==> src/rtl/tt_sweep_capture.sv <==
// +--------------------------------------------------------------------------+
// | tt_sweep_capture: walks all 128 input codes of a 7-input function block, |
// | captures its truth table and compares it against EXPECTED.               |
// | Rev 1.0                                                                  |
// +--------------------------------------------------------------------------+
`timescale 1ns/1ps
`default_nettype none

module tt_sweep_capture #(
  parameter logic [127:0] EXPECTED   = 128'h0,
  parameter int           SAMPLE_LAT = 1
) (
  input  logic         clk,
  input  logic         rst,
  input  logic         start,
  input  logic         abort,
  input  logic         f_in,
  output logic [6:0]   x_out,
  output logic         busy,
  output logic         done,
  output logic [127:0] tt,
  output logic         match,
  output logic [7:0]   mism_cnt,
  output logic [6:0]   first_mism,
  output logic         first_mism_vld
);

  typedef enum logic [1:0] {
    ST_IDLE  = 2'd0,
    ST_DRIVE = 2'd1,
    ST_DRAIN = 2'd2,
    ST_DONE  = 2'd3
  } state_t;

  state_t         state_q, state_d;
  logic [6:0]     x_out_q, x_out_d;
  logic [127:0]   tt_q, tt_d;
  logic [7:0]     mism_cnt_q, mism_cnt_d;
  logic [6:0]     first_mism_q, first_mism_d;
  logic           first_mism_vld_q, first_mism_vld_d;
  logic           match_q, match_d;

  logic           drive_vld;
  logic           in_sweep;
  logic           abort_now;
  logic           samp_vld;
  logic [6:0]     samp_idx;
  logic           take;
  logic           last_take;

  assign drive_vld = (state_q == ST_DRIVE);
  assign in_sweep  = (state_q == ST_DRIVE) || (state_q == ST_DRAIN);
  assign abort_now = abort && in_sweep;

  // Index/valid travel alongside the stimulus so each sample knows its index.
  if (SAMPLE_LAT == 1) begin : g_lat_direct
    assign samp_vld = drive_vld;
    assign samp_idx = x_out_q;
  end else begin : g_lat_pipe
    logic [SAMPLE_LAT-2:0] dly_vld_q, dly_vld_d;
    logic [6:0]            dly_idx_q [SAMPLE_LAT-1];
    logic [6:0]            dly_idx_d [SAMPLE_LAT-1];

    always_comb begin
      dly_vld_d    = dly_vld_q;
      dly_idx_d    = dly_idx_q;
      dly_vld_d[0] = drive_vld;
      dly_idx_d[0] = x_out_q;
      for (int k = 1; k < SAMPLE_LAT - 1; k++) begin
        dly_vld_d[k] = dly_vld_q[k-1];
        dly_idx_d[k] = dly_idx_q[k-1];
      end
    end

    always_ff @(posedge clk) begin
      if (rst || abort_now) begin
        dly_vld_q <= '0;
        for (int k = 0; k < SAMPLE_LAT - 1; k++) begin
          dly_idx_q[k] <= 7'd0;
        end
      end else begin
        dly_vld_q <= dly_vld_d;
        dly_idx_q <= dly_idx_d;
      end
    end

    assign samp_vld = dly_vld_q[SAMPLE_LAT-2];
    assign samp_idx = dly_idx_q[SAMPLE_LAT-2];
  end

  assign take      = samp_vld && !abort_now;
  assign last_take = take && (samp_idx == 7'd127);

  always_comb begin
    state_d          = state_q;
    x_out_d          = x_out_q;
    tt_d             = tt_q;
    mism_cnt_d       = mism_cnt_q;
    first_mism_d     = first_mism_q;
    first_mism_vld_d = first_mism_vld_q;
    match_d          = match_q;

    if (take) begin
      tt_d[samp_idx] = f_in;
      if (f_in != EXPECTED[samp_idx]) begin
        mism_cnt_d = mism_cnt_q + 8'd1;
        if (!first_mism_vld_q) begin
          first_mism_d     = samp_idx;
          first_mism_vld_d = 1'b1;
        end
      end
    end

    case (state_q)
      ST_IDLE: begin
        if (start) begin
          state_d          = ST_DRIVE;
          x_out_d          = 7'd0;
          tt_d             = '0;
          mism_cnt_d       = 8'd0;
          match_d          = 1'b0;
          first_mism_vld_d = 1'b0;
        end
      end
      ST_DRIVE: begin
        if (abort) begin
          state_d = ST_IDLE;
          x_out_d = 7'd0;
        end else if (last_take) begin
          // Only reachable here when the block has no extra latency.
          state_d = ST_DONE;
          x_out_d = 7'd0;
          match_d = (mism_cnt_d == 8'd0);
        end else if (x_out_q == 7'd127) begin
          state_d = ST_DRAIN;
        end else begin
          x_out_d = x_out_q + 7'd1;
        end
      end
      ST_DRAIN: begin
        if (abort) begin
          state_d = ST_IDLE;
          x_out_d = 7'd0;
        end else if (last_take) begin
          state_d = ST_DONE;
          x_out_d = 7'd0;
          match_d = (mism_cnt_d == 8'd0);
        end
      end
      default: begin
        state_d = ST_IDLE;
      end
    endcase
  end

  always_ff @(posedge clk) begin
    if (rst) begin
      state_q          <= ST_IDLE;
      x_out_q          <= 7'd0;
      tt_q             <= '0;
      mism_cnt_q       <= 8'd0;
      first_mism_q     <= 7'd0;
      first_mism_vld_q <= 1'b0;
      match_q          <= 1'b0;
    end else begin
      state_q          <= state_d;
      x_out_q          <= x_out_d;
      tt_q             <= tt_d;
      mism_cnt_q       <= mism_cnt_d;
      first_mism_q     <= first_mism_d;
      first_mism_vld_q <= first_mism_vld_d;
      match_q          <= match_d;
    end
  end

  assign x_out          = x_out_q;
  assign busy           = in_sweep;
  assign done           = (state_q == ST_DONE);
  assign tt             = tt_q;
  assign match          = match_q;
  assign mism_cnt       = mism_cnt_q;
  assign first_mism     = first_mism_q;
  assign first_mism_vld = first_mism_vld_q;

endmodule

`default_nettype wire

==> config.mk <==
export PLATFORM = sky130hd
export DESIGN_NAME = tt_sweep_capture
export DESIGN_NICKNAME = d
export VERILOG_FILES = /design/src/rtl/tt_sweep_capture.sv
export SDC_FILE = /design/constraint.sdc
export NUM_CORES = 1
export LEC_CHECK = 0
export ABC_AREA = 1
export ABC_CLOCK_PERIOD_IN_PS = 1700
export CORE_MARGIN = 1.5
export CORE_UTILIZATION = 44
export CTS_BUF_LIST = sky130_fd_sc_hd__clkbuf_16
export DETAILED_ROUTE_END_ITERATION = 8
export PLACE_DENSITY = 0.83
export SKIP_CTS_REPAIR_TIMING = 1
export SLEW_MARGIN = 20
export SYNTH_ARGS = -nofsm -noshare
export SYNTH_HDL_FRONTEND = slang
export SYNTH_SLANG_ARGS = --single-unit
==> constraint.sdc <==
create_clock -name clk -period 1.7 [get_ports clk]
set_clock_uncertainty 0.05 [all_clocks]
set_input_delay 0.17 -clock clk [delete_from_list [all_inputs] [get_ports clk]]
set_output_delay 0.17 -clock clk [all_outputs]
set_load 0.05 [all_outputs]
### Word level (Yosys, flattened, before mapping)

Memory sizes are Yosys's and may differ from the RTL's. A register that Yosys moved wholly into a read port is not among the register bits.
Cells that the tools add are included.

* memories kept: 1
* register bits after elaboration: 154
* bits in read-only memories: 128
* output and inout bits: 154

* reduce and logical (&&, ||, !) cells: 15
* add/subtract/negate cells: 2
* $lt $le $gt $ge: 2
* muxes and demuxes: 35
* bitwise gates (word level): 1
* equal/unequal tests: 11

Memory list
* (name not given): words 128, bits a word 1, read ports 1, clocked after memory_dff 1, wr ports 0, RTL line 105 `if (f_in != EXPECTED[samp_idx]) begin`

Operators with widths (number)
* 128-bit 2-to-1 mux: 3
* 128-bit bitwise mux: 1
* 7-bit 2-to-1 mux: 8
* 8-bit 2-to-1 mux: 4
* 7-bit case mux with 3 select lines: 1
* 2-bit 2-to-1 mux: 6
* 1-bit 2-to-1 mux: 9
* 8-bit by 1-bit adder with 8-bit output, second input constant: 1
* 8-bit zero test: 1
* 7-bit by 8-bit < comparator with 1-bit output, second input constant: 1
* 4-bit AND reduction: 2
* 7-bit by 1-bit adder with 7-bit output, second input constant: 1
* 1-bit demux with 7-bit select: 1
* 7-bit equality test, second input constant: 1
* 7-bit by 1-bit greater-or-equal comparator with 1-bit output, second input constant: 1
* 2-bit case mux with 3 select lines: 1
* 3-bit AND reduction: 2
* 2-bit equality test, second input constant: 2
* 1-bit logical AND: 4
* 2-bit inequality test, second input constant: 2
* 4-bit by 2-bit inequality test with 1-bit output, second input constant: 1
* 4-bit inequality test, second input constant: 1
* 3-bit inequality test, second input constant: 1
* 3-bit nonzero test: 1
* other kinds (10): 10

### Longest topological paths before layout

* depth after elaboration: 11
* gate-level depth with buffers: 13

### Least setup slack after synthesis

OpenSTA, ideal clock, no wires.

* path type: reg-to-reg
* from: register state_q[0]
* to: register tt_q[101], in the netlist tt[101]
* data arrival time: 2.037 ns
* required time: 1.559 ns
* path slack: -0.478 ns
* cell stages (with the launch flop): 10
* cell sequence: dfxtp_1 -> inv_1 -> ha_1 -> nand2_1 -> nand2_2 -> inv_2 -> nand2_1 -> inv_2 -> clkbuf_1 -> a311oi_1

* longest elaborated chain between the ends: 8

Ends and longest elaborated chain
* start, declared: RTL line 35 `state_t state_q, state_d;`
* start signal, assigned: RTL line 166 `state_q <= state_d;`
* 2-bit by 1-bit equality test with 1-bit output or 2-bit equality test (tied branches): RTL line 52 `assign in_sweep = (state_q == ST_DRIVE) || (state_q == ST_DRAIN);`
* 1-bit logical OR *: RTL line 52
* net busy: RTL line 19 `output logic busy,`
* 1-bit logical AND *: RTL line 53 `assign abort_now = abort && in_sweep;`
* 1-bit zero test *: RTL line 91 `assign take = samp_vld && !abort_now;`
* 1-bit logical AND *: RTL line 91
* 128-bit 2-to-1 mux *: RTL line 103 `if (take) begin`
* 128-bit 2-to-1 mux: RTL line 116 `if (start) begin`
* 128-bit 2-to-1 mux *: RTL line 114 `case (state_q)`
* end signal, assigned: RTL line 168 `tt_q <= tt_d;`
* end, declared: RTL line 37 `logic [127:0] tt_q, tt_d;`

The timed path passes the listed nets; every way through them passes the cells marked *.
A chain may end at the register's enable or synchronous reset.

### Worst setup path in the final report

* from: register state_q[1]
* to: register tt_q[24], in the netlist tt[24]

* longest elaborated chain between the ends: 8

Ends and longest elaborated chain (RTL line)
* 2-bit by 1-bit equality test with 1-bit output or 2-bit equality test (tied branches): 51, 52
* 1-bit logical OR: 52
* 1-bit logical AND: 53
* 1-bit zero test: 91
* 1-bit logical AND: 91
* 128-bit 2-to-1 mux: 103
* 128-bit 2-to-1 mux: 116
* 128-bit 2-to-1 mux *: 114

Mark *: on every way between the ends. The rest lies on a longest branch, timed or not.

==> results.sh <==
export IMPL_post_route_min_period_ns=1.914
export IMPL_grt_pass1_wl_mm=28.77
export IMPL_critPathLaunchType="flop"
export IMPL_path_max_fanout=8
export IMPL_synth_seq_cells=154
export IMPL_firstDrtPassIters=5
export IMPL_vias=6645
export IMPL_avgSynthCellArea_um2=8.825
export IMPL_path_depth=11
export IMPL_max_freq_mhz=522.4
export IMPL_crit_type="reg2reg"
export IMPL_grt_pass1_vias=5354
export IMPL_die_w_um=122.4
export IMPL_r2r_slack_ns=-0.21
export IMPL_worstSetupEndpointType="flop"
export IMPL_ys_seq_area_frac=0.4913
export IMPL_utilization=0.7360
export IMPL_hold_path_class="in2reg"
export IMPL_drcViolationCount=0
export IMPL_initial_core_util=0.4520
export IMPL_report_final_slew_viol_count=0
export IMPL_synthCells=711
export IMPL_post_place_cells=1038
export IMPL_insertion_delay_ns=0.43
export IMPL_ant_nets=0
export IMPL_ir_drop_mv=0.6891
export IMPL_worstMarginPinSlew_ns=0.5567
export IMPL_setup_slack_ns=-0.2143
export IMPL_cts_tree="done"
export IMPL_synthTopCellsByCount="154 x dfxtp_1, 147 x a21oi_1, 127 x a311oi_1"
export IMPL_portBuffers=158
export IMPL_dieArea_um2=14990
export IMPL_core_um2=13880
export IMPL_placed_cell_area_um2=8187
export IMPL_cap_violations=0
export IMPL_cts_made_buffers=17
export IMPL_cp_common_cell="buf_12"
export IMPL_pre_cts_ws_ns=-0.09584
export IMPL_finalSetupViolCount=90
export IMPL_yosys_area_top_type="dfxtp_1"
export IMPL_dp_final_hpwl_mm=11.96
export IMPL_path_clk_slew_ns=0.06
export IMPL_place_congestion=0.8734
export IMPL_fp_dieH_um=122.4
export IMPL_clockBufferDepth=2
export IMPL_design_area_um2=10220
export IMPL_grt_max_degree=71
export IMPL_fin_crit_sh=1.126
export IMPL_wl_per_cell_um=20.82
export IMPL_synth_edf_count=0
export IMPL_synth_cell_area_um2=6275
export IMPL_synth_main_ff_cell="dfxtp_1"
export IMPL_worstPathCellList="inv_2, ha_4, nand2_4, nand2_8, nor2_4, nand2_2, inv_4, buf_12, buf_12, a21oi_2, a311oi_1"
export IMPL_drt_iter0_drc=547
export IMPL_crit_buf_inv=4
export IMPL_leakage_nw=4.634
export IMPL_fin_total_pwr_mw=9.398
export IMPL_slowest_delay_ns=0.34
export IMPL_wl_mm=23.05
export IMPL_final_nets=926
export IMPL_synth_top_cell_area_share=0.4913
export IMPL_violations="negative setup slack"
export IMPL_finalHoldViolCount=0
export IMPL_synth_cell_types=25
export IMPL_r2r_start="state_q[1]"
export IMPL_ff2ff_path_depth=11
export IMPL_drive_gt1_frac=0.4401
export IMPL_root_buffer="clkbuf_16"
export IMPL_power_density_nw_per_um2=920.0
export IMPL_critPathRequiredTime_ns=1.97
export IMPL_path_delay_family="buffers and inverters"
export IMPL_final_cells=1107
export IMPL_synth_most_common_cell="dfxtp_1"
export IMPL_endpoint="tt[24]"
export IMPL_antenna_found_initial=0
export IMPL_io_pins=159
export IMPL_arrival_ns=2.18
export IMPL_via_per_inst=6.003
export IMPL_ys_async_sr_fraction=0
export IMPL_htreeDepth=4
export IMPL_insertedDiodeCount=0
export IMPL_outcome="finished, violations left"
export IMPL_synth_area_leaders="dfxtp_1 49%, a311oi_1 18%, a21oi_1 12%"
export IMPL_maxSlewHeadroom=0.6282
export IMPL_timing_rr_end="tt[24]"
export IMPL_synth_nets=722
export IMPL_synth_warnings=0
export IMPL_syn_to_final_growth_pct=62.81
export IMPL_slowest_stage="dfxtp_2"
export IMPL_clkSinkCount=154
export IMPL_rsz0062_at_grt="yes"
export IMPL_startpoint="state_q[1]"
export IMPL_grt_use_total=0.2463
export IMPL_overflow=0
export IMPL_rows=43
## layout make-up
type	instances	area [µm²]
inverter	47	227.7
clock buffer	17	425.4
sequential	154	3102
tap	180	225.2
fill	914	3665
timing repair buffer	256	2686
clock inverter	14	182.7
multi-input combinational	439	3367
## worst min path at each step
stage,startpoint,to,depth (start not counted)
CTS,rst,state_q[0],3
global route,rst,match,3
global placement,first_mism_vld,first_mism_vld,2
floorplan,rst,state_q[0],1
finish,rst,match,3
detailed placement,first_mism_vld,first_mism_vld,2
## where the power goes
| group | switching (mW) | internal (mW) |
|---|---|---|
| Clock | 1.53 | 2.43 |
| Sequential | 0.0426 | 3.67 |
| Combinational | 1.05 | 0.669 |
## worst register-to-register path, cell delays in order, from the launching register on
cell and delay [ns]:
dfxtp_2 0.34, inv_2 0.06, ha_4 0.25, nand2_4 0.09, nand2_8 0.10, nor2_4 0.14
nand2_2 0.08, inv_4 0.09, buf_12 0.15, buf_12 0.13, a21oi_2 0.05, a311oi_1 0.28
## registers in the layout, indices dropped and copies added (netlist names)
name,count
first_mism_vld,1
x_out,7
tt,128
mism_cnt,8
first_mism,7
match,1
state_q,2
## layout by cell type, fill, tap and decap left out, types with 5 or more instances in the layout
cell type / instances
o21ai_0: 8
nand2_4: 5
nand2_1: 58
nand2_2: 8
buf_4: 158
nand3_1: 11
a21oi_2: 45
dfxtp_1: 143
clkinv_4: 6
dlymetal6s2s_1: 43
nor2_2: 17
buf_12: 20
inv_1: 35
a21oi_1: 97
clkbuf_16: 29
a311oi_1: 77
a311oi_2: 50
a21oi_4: 5
buf_6: 17
nor2_1: 32
dfxtp_2: 9
## logic make-up (layout without fill, tap and decap cells)
| logic type | count (synthesis) | after routing | synth area share |
|---|---|---|---|
| buf+inv | 118 | 334 | 0.08195 |
| xor+xnor | 1 | 1 | 0.001396 |
| flops | 154 | 154 | 0.4913 |
| fa+ha+maj | 6 | 6 | 0.01196 |
| simple gates | 144 | 144 | 0.1047 |
| compound gates | 288 | 288 | 0.3087 |
## metrics by stage
step	hold slack [ns]	TNS [ns]
after floorplan	0.1817	0
after global placement	0.4134	-0.7525
after detailed placement	0.4164	-3.276
after CTS	0.3736	-7.818
after global routing	0.3981	-12.37
final	0.3730	-4.462
## layer usage
metal	global-route usage	wire, µm
met5	0	0
met1	0.3328	9402
met2	0.3729	11380
met3	0.07621	1729
met4	0.08430	533
No activity file was read; power rests on OpenSTA's default activity.
